## src/rtl/r5p_mem_arb.sv

```systemverilog
// Two-to-one arbiter that shares one single-port memory between the r5p IF and LS buses.
// LS has fixed priority. A saturating wait counter forces an IF grant so IF cannot starve.
module r5p_mem_arb #(
   parameter int unsigned AW       = 32,
   parameter int unsigned DW       = 32,
   parameter int unsigned BW       = DW/8,
   parameter int unsigned MAX_WAIT = 4
)(
   input  logic          clk,
   input  logic          rst,
   // instruction fetch manager
   input  logic          if_vld,
   input  logic          if_wen,
   input  logic [AW-1:0] if_adr,
   input  logic [BW-1:0] if_ben,
   input  logic [DW-1:0] if_wdt,
   output logic [DW-1:0] if_rdt,
   output logic          if_rdy,
   // load/store manager
   input  logic          ls_vld,
   input  logic          ls_wen,
   input  logic [AW-1:0] ls_adr,
   input  logic [BW-1:0] ls_ben,
   input  logic [DW-1:0] ls_wdt,
   output logic [DW-1:0] ls_rdt,
   output logic          ls_rdy,
   // memory subordinate
   output logic          m_vld,
   output logic          m_wen,
   output logic [AW-1:0] m_adr,
   output logic [BW-1:0] m_ben,
   output logic [DW-1:0] m_wdt,
   input  logic [DW-1:0] m_rdt,
   input  logic          m_rdy
);

   localparam logic [7:0] WAIT_LIM = 8'(MAX_WAIT);

   logic          gnt_if;
   logic          gnt_ls;
   logic          if_hs;
   logic          rd_hs;
   logic [7:0]    wait_cnt;
   logic          rsp_vld;
   logic          rsp_sel;
   logic [DW-1:0] if_hold;
   logic [DW-1:0] ls_hold;

   // LS wins a conflict unless IF has already waited the maximum number of cycles
   always_comb begin
      gnt_ls = ls_vld & ~(if_vld & (wait_cnt == WAIT_LIM));
      gnt_if = if_vld & ~gnt_ls;
   end

   always_comb begin
      m_vld = if_vld | ls_vld;
      if (gnt_if) begin
         m_wen = if_wen;
         m_adr = if_adr;
         m_ben = if_ben;
         m_wdt = if_wdt;
      end else begin
         m_wen = ls_wen;
         m_adr = ls_adr;
         m_ben = ls_ben;
         m_wdt = ls_wdt;
      end
      if_rdy = gnt_if & m_rdy;
      ls_rdy = gnt_ls & m_rdy;
      if_hs  = if_vld & if_rdy;
      rd_hs  = m_vld & m_rdy & ~m_wen;
   end

   always_ff @(posedge clk) begin
      if (rst) begin
         wait_cnt <= 8'd0;
      end else if (!if_vld || if_hs) begin
         wait_cnt <= 8'd0;
      end else if (wait_cnt < WAIT_LIM) begin
         wait_cnt <= wait_cnt + 8'd1;
      end
   end

   // Remembers which port issued the read, so the next cycle's memory data goes to that port
   always_ff @(posedge clk) begin
      if (rst) begin
         rsp_vld <= 1'b0;
         rsp_sel <= 1'b0;
      end else begin
         rsp_vld <= rd_hs;
         if (rd_hs) begin
            rsp_sel <= gnt_ls;
         end
      end
   end

   always_ff @(posedge clk) begin
      if (rst) begin
         if_hold <= '0;
         ls_hold <= '0;
      end else if (rsp_vld) begin
         if (rsp_sel) begin
            ls_hold <= m_rdt;
         end else begin
            if_hold <= m_rdt;
         end
      end
   end

   // Fresh data passes straight through in the response cycle, then the hold register keeps it stable
   always_comb begin
      if_rdt = (rsp_vld && !rsp_sel) ? m_rdt : if_hold;
      ls_rdt = (rsp_vld &&  rsp_sel) ? m_rdt : ls_hold;
   end

endmodule

```

## config.mk

```make
export PLATFORM = sky130hd
export DESIGN_NAME = r5p_mem_arb
export DESIGN_NICKNAME = d
export VERILOG_FILES = /design/src/rtl/r5p_mem_arb.sv
export SDC_FILE = /design/constraint.sdc
export NUM_CORES = 1
export LEC_CHECK = 0
export ABC_AREA = 1
export CAP_MARGIN = 0
export CORE_AREA = 2 2 120 122
export DETAILED_ROUTE_END_ITERATION = 6
export DIE_AREA = 0 0 122 124
export GPL_ROUTABILITY_DRIVEN = 0
export PLACE_DENSITY = 0.71
export SYNTH_ARGS = -nofsm -noshare
export SYNTH_HDL_FRONTEND = slang
export SYNTH_SLANG_ARGS = --single-unit
```

## constraint.sdc

```tcl
create_clock -name clk -period 3.6 [get_ports clk]
set_input_delay 0.54 -clock clk [delete_from_list [all_inputs] [get_ports clk]]
set_output_delay 0.54 -clock clk [all_outputs]
set_load 0.03 [all_outputs]
```

==> run summary, run 1 <==
# diodes: 0
pwr/cell area: 356 mW/mm2
first-pass GRT wire length: 23600 um
Die Y: 124 um
Critical Path End Type: output port
RSZ-0062 raised after global routing: false
EDFF count, synth: 0
first-pass iteration count of the detailed router: 4
crit share post-route: 92.8%
Ports: 311
Area Overhead vs Synth: 93.4%
DRC: 0
post-DP HPWL: 14000 um
root buf cell: clkbuf_16
count of final setup violators: 0
R2R Setup Slk: 1570 ps
Fin. Hold Viols: 0
Post-synth top cells: 141 x inv_1, 78 x nor2_1, 77 x nand2_1
Core ar.: 0.0137 mm2
vias in the first global route: 3958
sequential area share after synthesis: 37.4%
antenna violations before repair: 1
Nets: 1021
WP data arrival: 2800 ps
skew final: 8.76 ps
worst slew pin tran: 995 ps
Setup TNS Final: 0 ps
final core utilization: 55.8%
TritonCTS Buffers: 9
Die Area: 0.0151 mm2
Worst-Skew Late Latency: 330 ps
H-Tree Depth: 3
detailed-route vias per instance: 4.21
cell count after synthesis: 543
startpoint class of the critical path: input port
Max Fclk: 299 MHz
largest net degree at the start of global routing: 54
clock tree buffer depth: 2
CTS Hold Buffers Added: 0
Power, Total: 2730 uW
Max Cap Viol: 0
crit path time final: 3340 ps
Critical Path RT: 3060 ps
largest area contributor in the netlist: dfxtp_1
Post-CTS Setup Bufs: 0
DR WL/cell: 16.7 um
routed vias: 4327
Main synth FF type: dfxtp_1
Total Wirelength: 17200 um
Initial Utilization: 28.8%
ys async rst share: 0%
top post-synthesis cells by area: dfxtp_1 37%, mux2_2 19%, inv_1 13%, o21ai_0 8.1%, nor2_1 7.4%
most frequent cell after synthesis: inv_1
yosys warns: 0
CTS tree: built
clk sink count: 74
FF+latch count, synth: 74
I/O Buffers: 310
Synth Net Count: 720
grt total ovfl: 0
hold crit path type: reg2reg
met1 wire length: 7030 um
Avg Cell Area, Syn: 7.29 um2
CP Class: in2out
Top Layer Used: met5
die width: 122 um
Netlist Area Pre-Place: 0.00396 mm2
CP Max Fanout: 35
worst ir drop on vdd: 0.000244 V
Antenna Violating Nets Remaining: 0
Static Leak: 0.00381 uW
CTS clk-pin slew, worst paths: 50 ps
Iteration-0 DRC Markers: 194
top-area cell type share of the netlist area: 37.4%
metal2 WL: 8200 um
PostCTS Resize Cnt: 0
Max-slew headroom: 33.7%
GRT Util Overall: 21.6%
Cell variety after synth: 18
FP Rows: 43
Filler Cells Inserted: 1321
outcome: complete, no violations
met3 wire len: 1520 um
fin. max-slew vios: 0
proportion of layout cells with a drive suffix above 1: 16.0%
registers in the layout, indices dropped and copies added, names as in the netlist:
register	flops
if_hold	32
ls_hold	32
rsp_sel	1
rsp_vld	1
wait_cnt	8
cell usage in the layout (no fill, tap or decap), drive strengths merged:
master,instances
clkdlybuf4s50,270
inv,142
nand2,81
nor2,79
dfxtp,74
mux2,68
o21ai,64
buf,46
clkbuf,11
nand3,3
a21oi,2
ha,2
bufinv,2
a31oi,1
xor2,1
nand4,1
clkinvlp,1
clkinv,1
critical path, cell delays in order:
cell             delay [ps]
clkdlybuf4s50_1         570
nand2_1                  70
nor2_1                  100
nand2_1                  70
nand2_2                 130
nand2_4                 280
mux2_2                  340
clkdlybuf4s50_1         690
where the power goes:
group	switching, uW	internal (uW)
clock	338	629
combinational	446	458
sequential	7.64	847
total	792	1930
layer usage:
metal	global-route usage, %	vias to the layer above
met5	0	-
met2	37.2	161
met1	25.2	1911
met3	7.01	22
met4	7.83	2
li1	-	2231
cell type report:
type | count | area (um2) | share of cell area (%)
clock buffers | 11 | 243 | 3.17
clock inverters | 5 | 85.1 | 1.11
inverters | 141 | 529 | 6.92
multi-input cells | 302 | 1790 | 23.4
flip-flops and latches | 74 | 1480 | 19.4
well taps | 180 | 225 | 2.94
repair buffers | 316 | 3300 | 43.1
logic make-up after synthesis:
family	synth area share, %
buf+inv	17.4
simple gates	16.4
flops	37.4
mux	19.4
compound gates	8.51
fa+ha+maj	0.632
xor+xnor	0.221
through the flow:
| step | cells | hold slack (ps) | area [um2] | worst slack [ps] |
|---|---|---|---|---|
| floorplan | 543 | 416 | 3960 | 1560 |
| global placement | 1013 | 423 | 7320 | 308 |
| detailed placement | 1013 | 428 | 7320 | 259 |
| CTS | 1029 | 437 | 7650 | 251 |
| global route | 1029 | 452 | 7650 | 146 |
| finish | 1029 | 435 | 7650 | 260 |
final timing paths:
check                                 start     endpoint  cells past startpoint
worst min register to register  wait_cnt[7]  wait_cnt[7]                      2
worst max-delay path                 if_vld    m_wdt[12]                      8
worst max register to register  wait_cnt[0]  wait_cnt[1]                     12
worst min-delay path            wait_cnt[7]  wait_cnt[7]                      2
No activity file was read; power rests on OpenSTA's default activity.
==> run 2, diff against run 1 <==
--- a/constraint.sdc
+++ b/constraint.sdc
@@ -3,2 +3,2 @@
 set_output_delay 0.54 -clock clk [all_outputs]
-set_load 0.03 [all_outputs]
+set_load 0.02 [all_outputs]
==> run 2 against run 1 <==
Against the previous run: core utilization shrank 0.72 points; fmax grew 0.27%; highest routed layer unchanged; via count grew 0.12%; first-iteration DRC count shrank 13%; sequential power is essentially flat; total power shrank 4.9%; sequential cell count is the same; combinational power shrank 12%; count of clock-buffer cells in the layout is the same; worst setup slack gained 8.9 ps; die area is the same; non-clock buffer count grew 2.
==> run summary, run 2 (synthesis gave the netlist of run 1 again) <==
pwr/cell area: 343 mW/mm2 (-3.7%)
Filler Cells Inserted: 1324 (+0.23%)
internal power: 1890 uW (-2.2%)
CP Max Fanout: 15 (-57%)
detailed-route vias per instance: 4.20 (about the same)
hold depth: 2 (unchanged)
commonest non-fill, non-tap cell in the layout: clkdlybuf4s50_1
Max-slew headroom: 31.7% (-1.9 points)
met1 Track Usage GR: 25.7% (+0.55 points)
Combinational Power Share: 30.8% (-2.4 points)
met2 Use GR: 35.6% (-1.6 points)
CP max-delay cell: clkdlybuf4s50_1
R2R depth: 6 (-6)
Max stage delay on crit path: 600 ps (-90 ps)
Area Overhead vs Synth: 90.9%
clk sink count: 74 (unchanged)
CP bufs+invs: 3 (+1)
antenna violations before repair: 2 (+1)
Top Usage Layer GRT: met2
grt total ovfl: 0 (unchanged)
Antenna Violating Nets Remaining: 0 (unchanged)
post-DP HPWL: 14200 um (+1.3%)
area of the multi-input gates: 0.00179 mm2 (unchanged)
sequential cell area: 0.00148 mm2 (unchanged)
skew final: 6.95 ps (-1.81 ps)
worst slew pin tran: 1020 ps (+29.0 ps)
CP Class: in2out
clock power share: 36.2% (+0.7 points)
count of final setup violators: 0 (unchanged)
DR WL/cell: 16.8 um (+0.77%)
WP data arrival: 2790 ps (about the same)
Post-CTS Setup Bufs: 0 (unchanged)
Total Wirelength: 17300 um (+0.97%)
largest net degree at the start of global routing: 54 (unchanged)
Iteration-0 DRC Markers: 168 (-13%)
Sw Share: 27.0% (-2.1 points)
crit path time final: 3330 ps (-8.92 ps)
HP Start: wait_cnt[7]
first-pass iteration count of the detailed router: 4 (unchanged)
crit share post-route: 92.5% (-0.25 points)
Core ar.: 0.0137 mm2 (unchanged)
I/O Buffers: 310 (unchanged)
Static Leak: 0.00374 uW (-2.0%)
CP Cell Sequence: clkdlybuf4s50_1, nand2_1, nor2_1, nand2_1, nand2_2, nand2_4, buf_4, mux2_2, clkdlybuf4s50_1
switching power: 699 uW (-12%)
# diodes: 0 (unchanged)
die width: 122 um (unchanged)
routed vias: 4332 (+0.12%)
Largest regs: if_hold: 32 flops, ls_hold: 32 flops, wait_cnt: 8 flops
DRC: 0 (unchanged)
outcome: complete, no violations
fin. max-slew vios: 0 (unchanged)
Nets: 1023 (+0.20%)
PostCTS Resize Cnt: 0 (unchanged)
Ports: 311 (unchanged)
Reg-to-Reg End: if_hold[0]
sequential share of power: 33.0% (+1.7 points)
Critical Path RT: 3060 ps (about the same)
Fin. Hold Viols: 0 (unchanged)
hold slack: 435 ps (-0.338 ps)
Die Area: 0.0151 mm2 (unchanged)
startpoint class of the critical path: input port
Initial Utilization: 28.8% (unchanged)
CTS Hold Buffers Added: 0 (unchanged)
CTS clk-pin slew, worst paths: 60 ps (about the same)
TritonCTS Buffers: 9 (unchanged)
H-Tree Depth: 3 (unchanged)
CTS tree: built
Die Y: 124 um (unchanged)
vias in the first global route: 4034 (+1.9%)
Setup TNS Final: 0 ps (unchanged)
hold crit path type: reg2reg
first-pass GRT wire length: 23800 um (+0.61%)
Max Cap Viol: 0 (unchanged)
Power, Total: 2590 uW (-4.9%)
clock tree buffer depth: 2 (unchanged)
GRT Util Overall: 21.8% (+0.14 points)
most frequent cells in the layout: 296 x clkdlybuf4s50_1, 141 x inv_1, 78 x nor2_1
worst hold path endpoint: wait_cnt[7]
root buf cell: clkbuf_16
Critical Path End Type: output port
worst ir drop on vdd: 0.000249 V (+2.2%)
proportion of layout cells with a drive suffix above 1: 13.0% (-3.0 points)
r2r startpoint: rsp_sel
M3 GR Usage: 8.70% (+1.7 points)
crit-path leading delay family: buffers and inverters
R2R Setup Slk: 1900 ps (+330 ps)
Worst-Skew Late Latency: 330 ps (about the same)
RSZ-0062 raised after global routing: false
Max Fclk: 300 MHz (+0.27%)
FP Rows: 43 (unchanged)
==> run 2: layout make-up <==
type	count	area share (%)
timing repair buffer	318	42.6
inverter	141	7.01
clock inverter	5	1.04
clock buffer	11	3.08
tap	180	2.98
multi-input combinational	302	23.7
sequential	74	19.6
==> run 2: how the worst max path moves through the flow <==
stage                     end        start  cells past startpoint
finish              m_adr[27]       if_vld                      9
global route        m_adr[27]       if_vld                      9
CTS                 m_adr[27]       if_vld                      9
detailed placement  m_adr[27]       if_vld                      9
global placement     m_wdt[4]       if_vld                      9
floorplan           m_adr[10]  wait_cnt[0]                      9
==> run 2: per-layer routing <==
metal  vias to the layer above  part of all wire, %
li1                       2227                    -
met1                      1883                   40
met2                       186                   46
met3                        32                   11
met4                         4                  2.9
met5                         -                 0.16
==> run 2: stage by stage <==
step           std cells  worst slack [ps]  utilization [%]  area, um2
4_1_cts             1031               281             55.0       7550
6_report            1031               269             55.0       7550
3_3_place_gp        1015               305             52.8       7240
2_1_floorplan        543              1590                -       3960
5_1_grt             1031               152             55.0       7550
3_5_place_dp        1015               289             52.8       7240
==> run 2: tightest hold or removal path, cell delays in order, from the launching register on <==
cell,delay [ps]
dfxtp_1,290
inv_1,60
nor2_1,40
==> run 2: power groups by stage <==
stage / sequential [uW] / clock (uW) / combinational (uW)
CTS: 855 / 967 / 805
detailed placement: 873 / 0 / 798
finish: 855 / 938 / 799
global placement: 872 / 0 / 798
global route: 857 / 1010 / 849
floorplan: 871 / 0 / 333
==> run 3, diff against run 2 <==
ABC_AREA = default   (was 1)
CORE_AREA = 2 2 121 123   (was 2 2 120 122)
DIE_AREA = 0 0 123 125   (was 0 0 122 124)
PLACE_DENSITY = 0.69   (was 0.71)
SLEW_MARGIN = 20   (was default)
==> run 3 against run 2 <==
Against the previous run: clock skew fell by 2.0 ps; die area rose by 1.6%; total power fell by 6.5%; critical path type unchanged; sequential share of layout area rose by 0.35 points.
==> run summary, run 3 <==
Sw Share: 25.5% (-1.4 points)
RSZ-0062 raised after global routing: false
Combinational Power Share: 28.2% (-2.6 points)
FP Rows: 44 (+2.3%)
Netlist Area Pre-Place: 0.00382 mm2 (-3.4%)
Critical Path RT: 3060 ps (about the same)
yosys warns: 0 (unchanged)
grt total ovfl: 0 (unchanged)
TritonCTS Buffers: 9 (unchanged)
crit path time final: 3230 ps (-105 ps)
Max stage delay on crit path: 630 ps (+30 ps)
FF+latch count, synth: 74 (unchanged)
crit share post-route: 89.6% (-2.9 points)
worst ir drop on vdd: 0.000177 V (-29%)
Post-CTS Setup Bufs: 0 (unchanged)
CTS Hold Buffers Added: 0 (unchanged)
Max Fclk: 310 MHz (+3.2%)
Critical Path End Type: output port
DRC: 0 (unchanged)
CTS tree: built
top post-synthesis cells by area: dfxtp_1 39%, mux2_2 29%, nand2_1 9.9%, and2_1 6.4%, a21oi_1 4.5%
CP bufs+invs: 3 (unchanged)
CP most frequent cell: clkdlybuf4s50_1
worst slew pin tran: 621 ps (-403 ps)
Nets: 887 (-13%)
antenna violations before repair: 4 (+2)
Synth Net Count: 581 (-19%)
first-pass GRT wire length: 24000 um (+0.96%)
skew final: 4.95 ps (-2.01 ps)
GRT Util Overall: 21.1% (-0.65 points)
Largest regs: if_hold: 32 flops, ls_hold: 32 flops, wait_cnt: 8 flops
detailed-route vias per instance: 4.47 (+6.4%)
Cell variety after synth: 30 (+12)
top-area cell type share of the netlist area: 38.8% (+1.3 points)
count of final setup violators: 0 (unchanged)
Die Y: 125 um (+0.81%)
clk sink count: 74 (unchanged)
Max-slew headroom: 58.4% (+27 points)
ys async rst share: 0% (unchanged)
die width: 123 um (+0.82%)
PostCTS Resize Cnt: 0 (unchanged)
fin. max-slew vios: 0 (unchanged)
Max Cap Viol: 0 (unchanged)
Post-synth top cells: 101 x nand2_1, 100 x mux2_2, 74 x dfxtp_1
Total Wirelength: 16400 um (-5.1%)
CP Cell Sequence: clkdlybuf4s50_1, nor4b_4, a21oi_4, buf_12, mux2_2, clkdlybuf4s50_1
CP Class: in2out
H-Tree Depth: 3 (unchanged)
most frequent cell after synthesis: nand2_1
most frequent cells in the layout: 310 x clkdlybuf4s50_1, 101 x nand2_1, 100 x mux2_2
root buf cell: clkbuf_16
post-DP HPWL: 13900 um (-1.8%)
I/O Buffers: 310 (unchanged)
Filler Cells Inserted: 1322 (-0.15%)
proportion of layout cells with a drive suffix above 1: 18.7% (+5.7 points)
EDFF count, synth: 0 (unchanged)
Iteration-0 DRC Markers: 171 (+1.8%)
final core utilization: 52.2% (-2.8 points)
Setup TNS Final: 0 ps (unchanged)
first-pass iteration count of the detailed router: 4 (unchanged)
vias in the first global route: 4205 (+4.2%)
area of the multi-input gates: 0.00218 mm2 (+22%)
CTS clk-pin slew, worst paths: 50 ps (about the same)
Area Overhead vs Synth: 94.1%
clock power share: 37.1% (+0.9 points)
startpoint class of the critical path: input port
WP data arrival: 2690 ps (-100 ps)
CP max-delay cell: clkdlybuf4s50_1
sequential cell area: 0.00148 mm2 (unchanged)
cell count after synthesis: 404 (-26%)
outcome: complete, no violations
Core ar.: 0.0142 mm2 (+3.5%)
sequential area share after synthesis: 38.8% (+1.3 points)
Static Leak: 0.00302 uW (-19%)
pwr/cell area: 327 mW/mm2 (-4.8%)
largest net degree at the start of global routing: 36 (-33%)
Antenna Violating Nets Remaining: 0 (unchanged)
hold slack: 461 ps (+26.8 ps)
commonest non-fill, non-tap cell in the layout: clkdlybuf4s50_1
Worst-Skew Late Latency: 330 ps (about the same)
DR WL/cell: 18.2 um (+8.5%)
Main synth FF type: dfxtp_1
hold crit path type: reg2reg
CP Max Fanout: 35 (+20)
Fin. Hold Viols: 0 (unchanged)
internal power: 1800 uW (-4.7%)
largest area contributor in the netlist: dfxtp_1
clock tree buffer depth: 2 (unchanged)
Ports: 311 (unchanged)
switching power: 619 uW (-11%)
Avg Cell Area, Syn: 9.46 um2 (+30%)
Initial Utilization: 26.9% (-1.9 points)
routed vias: 4034 (-6.9%)
sequential share of power: 34.7% (+1.7 points)
Die Area: 0.0154 mm2 (+1.6%)
crit-path leading delay family: buffers and inverters
run 3: changes by cell type in the layout (fill, tap and decap cells not counted), moves of 5 or more:
cell             before  now
a21oi_1               2   34
o21ai_0              64    1
clkdlybuf4s50_1     296  310
inv_1               141    5
nor2_1               78    1
buf_12                7    2
buf_4                14    7
mux2_2               68  100
nand2_1              75  101
and2_1                0   39
run 3: power by group through the flow:
| stage | sequential, uW | clock (uW) | combinational [uW] |
|---|---|---|---|
| 2_1_floorplan | 857 | 0 | 273 |
| 3_3_place_gp | 858 | 0 | 681 |
| 3_5_place_dp | 859 | 0 | 685 |
| 4_1_cts | 841 | 920 | 689 |
| 5_1_grt | 842 | 957 | 717 |
| 6_report | 841 | 899 | 683 |
run 3: cell type report:
| cell class | count | area share (%) |
|---|---|---|
| antenna | 3 | 0.101 |
| clock buffer | 12 | 3.46 |
| clock inverter | 4 | 0.675 |
| inverter | 5 | 0.253 |
| multi-input combinational | 301 | 29.4 |
| sequential | 74 | 20.0 |
| tap | 184 | 3.10 |
| timing repair buffer | 319 | 43.1 |
run 3: path summary, 6_finish.rpt:
path	from	endpoint	slack (ps)	depth (start not counted)
worst max-delay path	if_vld	m_adr[19]	370	6
worst min-delay path	if_hold[17]	if_hold[17]	460	2
worst max register to register	wait_cnt[0]	rsp_sel	1870	7
worst min register to register	if_hold[17]	if_hold[17]	460	2
run 3: logic make-up (layout without fill, tap and decap cells):
group	count (synthesis)	count (layout)	synth area share, %
buffers and inverters	29	340	4.32
multiplexers	102	102	30.0
other	0	3	0
AO/OA/AOI/OAI	40	40	6.19
XOR/XNOR	1	1	0.229
adder cells (fa/ha/maj)	2	2	0.655
AND/OR/NAND/NOR	156	156	19.8
flip-flops	74	74	38.8
run 3: stage by stage:
step / instance area (um2) / worst slack, ps / instances / power, uW
floorplan: 3820 / 1400 / 404 / 1130
global placement: 7100 / 448 / 883 / 1540
detailed placement: 7100 / 410 / 883 / 1540
CTS: 7410 / 401 / 899 / 2450
global route: 7410 / 306 / 900 / 2520
finish: 7420 / 374 / 902 / 2420
run 3: worst reg2reg max path: stages, from the launching register on:
cell	delay, ps
dfxtp_1	330
inv_1	70
ha_1	210
and4bb_2	270
a21oi_4	230
buf_12	250
o211ai_2	130
mux2i_1	130
run 3: metal layers:
layer  GRT usage, %  up-vias  wire length, um
met5              0        -               26
met2           39.3      164             8730
li1               -     1981                -
met3           8.07       30             1520
met1           20.9     1855             5710
met4           7.55        4              464
